`src/rtl/mem_port_arbiter_pkg.sv`:
```
// Shared definitions for the two-port memory arbiter: FSM state encoding and
// the round-robin tie-break rule.
package mem_port_arbiter_pkg;

    typedef enum logic [1:0] {
        IDLE = 2'd0,
        REQ  = 2'd1,
        RESP = 2'd2
    } arb_state_t;

    // Single requester wins outright; on a tie the one not served last wins.
    function automatic logic rr_choose(input logic [1:0] valid, input logic last);
        if (valid == 2'b11) begin
            return ~last;
        end
        return valid[1];
    endfunction

endpackage

```
`src/rtl/mem_port_arbiter_rr_pick2.sv`:
```
// Combinational two-way round-robin picker; grant is only meaningful when
// at least one valid bit is set.
module rr_pick2
    import mem_port_arbiter_pkg::*;
(
    input  logic [1:0] valid,
    input  logic       last,
    output logic       grant
);

    assign grant = rr_choose(valid, last);

endmodule

```
`src/rtl/mem_port_arbiter.sv`:
```
// Two-requester arbiter onto one memory port with a single outstanding
// transaction: arbitrate in IDLE, present in REQ, wait for the response in RESP.
module mem_port_arbiter
    import mem_port_arbiter_pkg::*;
#(
    parameter int ADDR_WIDTH = 32,
    parameter int DATA_WIDTH = 32
) (
    input  logic                  clk_i,
    input  logic                  rst_i,

    input  logic                  req0_valid_i,
    output logic                  req0_ready_o,
    input  logic [ADDR_WIDTH-1:0] req0_addr_i,
    input  logic [DATA_WIDTH-1:0] req0_wdata_i,
    input  logic                  req0_we_i,
    output logic                  req0_rvalid_o,
    output logic [DATA_WIDTH-1:0] req0_rdata_o,

    input  logic                  req1_valid_i,
    output logic                  req1_ready_o,
    input  logic [ADDR_WIDTH-1:0] req1_addr_i,
    input  logic [DATA_WIDTH-1:0] req1_wdata_i,
    input  logic                  req1_we_i,
    output logic                  req1_rvalid_o,
    output logic [DATA_WIDTH-1:0] req1_rdata_o,

    output logic                  mem_valid_o,
    output logic [ADDR_WIDTH-1:0] mem_addr_o,
    output logic [DATA_WIDTH-1:0] mem_wdata_o,
    output logic                  mem_we_o,
    input  logic                  mem_ready_i,
    input  logic                  mem_rvalid_i,
    input  logic [DATA_WIDTH-1:0] mem_rdata_i
);

    arb_state_t r_state;
    logic       grant_q;
    logic       last_q;

    logic       w_pick;
    logic       w_in_req;
    logic       w_in_resp;

    rr_pick2 u_rr_pick2 (
        .valid ({req1_valid_i, req0_valid_i}),
        .last  (last_q),
        .grant (w_pick)
    );

    // last_q resets to 1 so requester 0 wins the first tie.
    always_ff @(posedge clk_i or posedge rst_i) begin
        if (rst_i) begin
            r_state <= IDLE;
            grant_q <= 1'b0;
            last_q  <= 1'b1;
        end else begin
            case (r_state)
                IDLE: begin
                    if (req0_valid_i || req1_valid_i) begin
                        grant_q <= w_pick;
                        r_state <= REQ;
                    end
                end
                REQ: begin
                    if (mem_ready_i) begin
                        r_state <= RESP;
                    end
                end
                RESP: begin
                    if (mem_rvalid_i) begin
                        last_q  <= grant_q;
                        r_state <= IDLE;
                    end
                end
                default: r_state <= IDLE;
            endcase
        end
    end

    assign w_in_req  = (r_state == REQ);
    assign w_in_resp = (r_state == RESP);

    // Payload is steered straight from the granted requester, which holds it
    // stable until accepted; outside REQ the bus is driven to zero.
    assign mem_valid_o = w_in_req;
    assign mem_addr_o  = w_in_req ? (grant_q ? req1_addr_i  : req0_addr_i)  : '0;
    assign mem_wdata_o = w_in_req ? (grant_q ? req1_wdata_i : req0_wdata_i) : '0;
    assign mem_we_o    = w_in_req & (grant_q ? req1_we_i : req0_we_i);

    assign req0_ready_o = w_in_req & ~grant_q & mem_ready_i;
    assign req1_ready_o = w_in_req &  grant_q & mem_ready_i;

    assign req0_rvalid_o = w_in_resp & mem_rvalid_i & ~grant_q;
    assign req1_rvalid_o = w_in_resp & mem_rvalid_i &  grant_q;

    assign req0_rdata_o = mem_rdata_i;
    assign req1_rdata_o = mem_rdata_i;

endmodule

```
`config.mk`:
```
export PLATFORM = sky130hd
export DESIGN_NAME = mem_port_arbiter
export DESIGN_NICKNAME = d
export VERILOG_FILES = /design/src/rtl/mem_port_arbiter_pkg.sv /design/src/rtl/mem_port_arbiter_rr_pick2.sv /design/src/rtl/mem_port_arbiter.sv
export SDC_FILE = /design/constraint.sdc
export NUM_CORES = 1
export LEC_CHECK = 0
export ABC_CLOCK_PERIOD_IN_PS = 1210
export CAP_MARGIN = 30
export CORE_AREA = 8 8 110 112
export DETAILED_ROUTE_END_ITERATION = 8
export DIE_AREA = 0 0 118 120
export PLACE_DENSITY = 0.7
export REMOVE_ABC_BUFFERS = 1
export SYNTH_ARGS = -nofsm -noshare
export SYNTH_HDL_FRONTEND = slang
export SYNTH_SLANG_ARGS = --single-unit
```
`constraint.sdc`:
```
create_clock -name clk_i -period 1.21 [get_ports clk_i]
set_input_delay 0.3025 -clock clk_i [delete_from_list [all_inputs] [get_ports clk_i]]
set_output_delay 0.3025 -clock clk_i [all_outputs]
set_load 0.005 [all_outputs]
```
Yosys cells after proc, flatten, opt, wreduce, memory -nomap -nowiden. Index checks and enable logic that the tools add are counted.

Bits in registers: 4. Input bits: 168.

Equal/unequal tests: 6. Multiplexer cells: 12. Bitwise operators: 10. Reduce and logical (&&, ||, !) cells: 5.

Operators with widths (number): 32-bit 2-to-1 mux (4); 1-bit AND (8); 2-bit 2-to-1 mux (3); 2-bit != test (second input constant) (3); 2-bit one-hot mux with 3 select lines (1); 2-bit equality test (second input constant) (2); 1-bit 2-to-1 mux (4); 2-bit AND reduction (2); 3-bit AND reduction (1); 2-bit by 1-bit equality test with 1-bit output (second input constant) (1); 2-bit logical NOT (1); 1-bit inverter (2); 1-bit logical OR (1).

Logic depth before layout (Yosys ltp).
Word-level depth: 3. Mapped depth: 5.

Hierarchy. Synthesis repeated with hierarchy kept, for this count alone.

Cell total of the unflattened synthesis: 233. Area, all modules: 1735.4 um^2.

By module, submodules not included: mem_port_arbiter (times used 1, cells each 232, area each 1724.2 um^2, seq. area each 101.3 um^2); rr_pick2 (times used 1, cells each 1, area each 11.3 um^2, seq. area each 0.0 um^2).

Worst setup path after synthesis. Ideal clock, no wire load.

Kind: register -> output. From: reg r_state[1]. To: out mem_addr_o[10]. Data arrival time: 0.987 ns. Data required time: 0.907 ns. Path slack: -0.079 ns. Cell stages (with the launch flop): 5. Path buffers: 2. Path through: dfrtp_1 > nand2b_1 > buf_6 > buf_6 > nor2_1.

Word-level cells in the longest chain between the ends: 2.

Ends and longest elaborated chain: from (decl) (RTL line mem_port_arbiter.sv:37) `arb_state_t r_state;`; from (signal assigned) (RTL line mem_port_arbiter.sv:54) `r_state <= IDLE;`; from (signal assigned) (RTL line mem_port_arbiter.sv:62) `r_state <= REQ;`; from (signal assigned) (RTL line mem_port_arbiter.sv:67) `r_state <= RESP;`; 2-bit by 1-bit equality test with 1-bit output (RTL line mem_port_arbiter.sv:81) `assign w_in_req = (r_state == REQ);`; 32-bit 2-to-1 mux (RTL line mem_port_arbiter.sv:87) `assign mem_addr_o = w_in_req ? (grant_q ? req1_addr_i : req0_addr_i) : '0;`; to (decl) (RTL line mem_port_arbiter.sv:29) `output logic [ADDR_WIDTH-1:0] mem_addr_o,`.

Every way passes these cells.

Worst setup path after layout.
From: reg grant_q. To: out req1_rvalid_o.

Word-level cells in the longest chain between the ends: 1.

Ends and longest elaborated chain: from (decl) (RTL line mem_port_arbiter.sv:38) `logic grant_q;`; from (signal assigned) (RTL line mem_port_arbiter.sv:61) `grant_q <= w_pick;`; 1-bit AND (RTL line mem_port_arbiter.sv:95) `assign req1_rvalid_o = w_in_resp & mem_rvalid_i & grant_q;`; to (decl) (RTL line mem_port_arbiter.sv:25) `output logic req1_rvalid_o,`.

Every way passes these cells.

==> key figures <==
Placed design
  – DP HPWL: 9035 um
  – IO buf count: 205
  – Placed cell area: 3463 sq um
  – Dpl cells: 506
  – RD Place Congestion: 0.7521

Critical path
  – Critical path peak fanout: 18
  – Startpoint types: register
  – Critical path cell sequence: clkbuf_16 -> and4b_1 -> clkdlybuf4s50_1
  – Crit path buffers/inverters: 2
  – Critical path class: register to output pin
  – Element type at the critical path end: output pin
  – CP arrival: 1.68 ns
  – Crit-path leading delay family: buffers and inverters
  – WP data required: 0.91 ns
  – Slowest-stage cell, CP: clkdlybuf4s50_1
  – Biggest cell delay along the critical path: 0.51 ns

STA
  – Fin Hold WS: 0.2652 ns
  – Final-report setup violation count: 72
  – Relative slew margins: 0.8495
  – Worst slew pin tran: 0.2244 ns
  – Period minus WS final: 1.987 ns
  – RSZ-0062 raised after global routing: true
  – Period utilisation layout: 1.642
  – Fmax achieved: 503.3 MHz
  – Final worst slack: -0.7770 ns
  – Max-slew violation count: 0
  – Setup TNS: -32.72 ns
  – Final Hold Vio Count: 0
  – Fin Clk Skew: 0.001351 ns

Clock network
  – CTS buffer count: 3
  – CTS Root Cell: clkbuf_8
  – Count of hold buffers inserted by post-cts repair: 0
  – CTS tree: built
  – Clk_lat worst skew: 0.22 ns
  – Clock sinks: 4
  – H-tree levels: 1
  – Clock tree buffer depth: 2
  – Clock slew at reported path FFs: 0.03 ns

Die
  – Die Wd: 118 um
  – IO Pins: 302
  – Die Span Y: 120 um
  – Core footprint: 10510 sq um
  – # rows: 38
  – Initial Util: 0.1633
  – Die ar.: 14160 sq um

Power and ir drop
  – Logic pwr share: 0.902
  – VDD IR max: 1.088 mV
  – Leakage: 1.950 nW
  – Sequential share of power: 0.050
  – P_int: 3.779 mW
  – Clock Power Share: 0.048
  – Total net switching power: 2.526 mW
  – Switch share: 0.4006
  – P per Cell Area: 1753 nW/um^2

Cells and area
  – Share of layout cells above drive strength 1: 0.2525
  – Nets: 565
  – Syn-to-layout area delta: 109.7%
  – Design Area, Final: 3597 sq um
  – Diode count: 0
  – Final cell count without fillers: 536

Global routing
  – Antenna violations before repair: 0
  – Largest net degree at the start of global routing: 38
  – Via count of the first global-routing pass: 2271
  – First-pass GRT wire length: 14300 um
  – GRT Residual Overflow: 0
  – Gr usage total: 0.1331

Drt
  – Routed Antenna Nets: 0
  – Vias per cell: 4.047
  – DRC marker count from the first detailed-route iteration: 60
  – Routed len/inst: 20.11 um
  – DR DRC count: 0
  – Drt total wl: 10780 um
  – DRT Pass-1 Iters: 4
  – Via count: 2169

Yosys
  – Ys async rst share: 1.000
  – Most numerous cell in the Yosys netlist: nor2_1
  – Synth top area cells: mux2i_1 (38%), buf_4 (29%), nor2_1 (15%)
  – Part of the Yosys area used for sequential elements: 0.05908
  – Post-synth EDFFs: 0
  – Mean Syn Cell Area: 7.458 sq um
  – Synthesized cell area: 1715 sq um
  – Synth cell types: 18
  – Cells after Synth: 230
  – Synth top area share: 0.3793
  – Syn. warnings: 0
  – Cell taking the most area after synthesis: mux2i_1
  – Register bit total from synthesis: 4
  – Primary FF master, synth: dfrtp_1
  – Post-synth top cells: nor2_1 (67), buf_4 (66), mux2i_1 (65)

Hold path
  – Hold Crit Class: input pin to asynchronous set/reset pin

Job
  – Max-cap violations: 0

Run status
  – Failing checks: setup timing
  – Status: finished, violations left
==> final cells by class <==
type	count	area (sq um)
Timing Repair Buffer	241	2247
Inverter	2	10.01
Clock buffer	4	45.04
Fill cell	1105	6910
Tap cell	140	175.2
Sequential cell	4	105.1
Multi-Input combinational cell	145	1015
==> cells in the final DEF, fill, tap and decap left out, types with 2 or more instances in the layout <==
cell	instances
buf_12	2
a211oi_1	2
clkdlybuf4s50_1	135
mux2i_1	62
buf_4	17
nor2_1	67
mux2i_2	3
buf_6	14
buf_16	2
clkbuf_2	23
clkbuf_8	3
nand3b_1	2
dlymetal6s2s_1	16
dfrtp_1	2
clkbuf_16	2
buf_2	30
==> metal layers <==
| layer | up-vias | wire length, um | global-route usage |
|---|---|---|---|
| li1 | 1024 | - | - |
| met3 | 5 | 1860 | 0.1174 |
| met5 | - | 79 | 0.05556 |
| met4 | 2 | 27 | 0.009608 |
| met1 | 970 | 4400 | 0.1537 |
| met2 | 168 | 4409 | 0.1815 |
==> timing repair <==
item,4_1_cts,5_1_grt
pin swaps,0,2
buffers inserted,1,23
gates resized for setup,10,168
setup endpoints to repair,72,72
cloned,0,2
==> cells by family after synthesis <==
group / Yosys count / synth area share
buffers and inverters: 81 / 0.3603
AND/OR/NAND/NOR: 75 / 0.1802
multiplexers: 65 / 0.3793
AO/OA/AOI/OAI: 5 / 0.02115
flip-flops: 4 / 0.05908
==> power by group through the flow <==
stage | sequential (mW) | clock [mW] | combinational, mW
6_report | 0.316 | 0.302 | 5.69
2_1_floorplan | 0.503 | 0 | 1.40
3_5_place_dp | 0.278 | 0 | 5.46
5_1_grt | 0.330 | 0.325 | 6.14
3_3_place_gp | 0.275 | 0 | 5.40
4_1_cts | 0.285 | 0.310 | 5.59
==> registers in the layout, summed over array words and instances (netlist names) <==
signal	cells
last_q	1
r_state	2
grant_q	1
==> path summary, 6_finish.rpt <==
check	slack [ns]	start	endpoint	cells past startpoint
min	0.27	rst_i	r_state[0]$_DFFE_PP0P_	2
max in group asynchronous	0.72	rst_i	last_q$_DFFE_PP1N_	2
min in group clk_i	0.51	last_q$_DFFE_PP1N_	last_q$_DFFE_PP1N_	1
min reg2reg	0.51	last_q$_DFFE_PP1N_	last_q$_DFFE_PP1N_	1
max reg2reg	-0.11	grant_q$_DFFE_PP0P_	last_q$_DFFE_PP1N_	4
max	-0.78	grant_q$_DFFE_PP0P_	req1_rvalid_o	3
==> stage by stage <==
stage                     power, mW  worst slack, ns    util
after global routing          6.796          -0.8339  0.3423
after CTS                     6.184          -0.8425  0.3363
after floorplan               1.908           -1.811       -
after detailed placement      5.740          -0.6257  0.3296
after global placement        5.670          -0.6131  0.3296
final                         6.305          -0.7770  0.3423
Power figures use the tool's default switching activity.
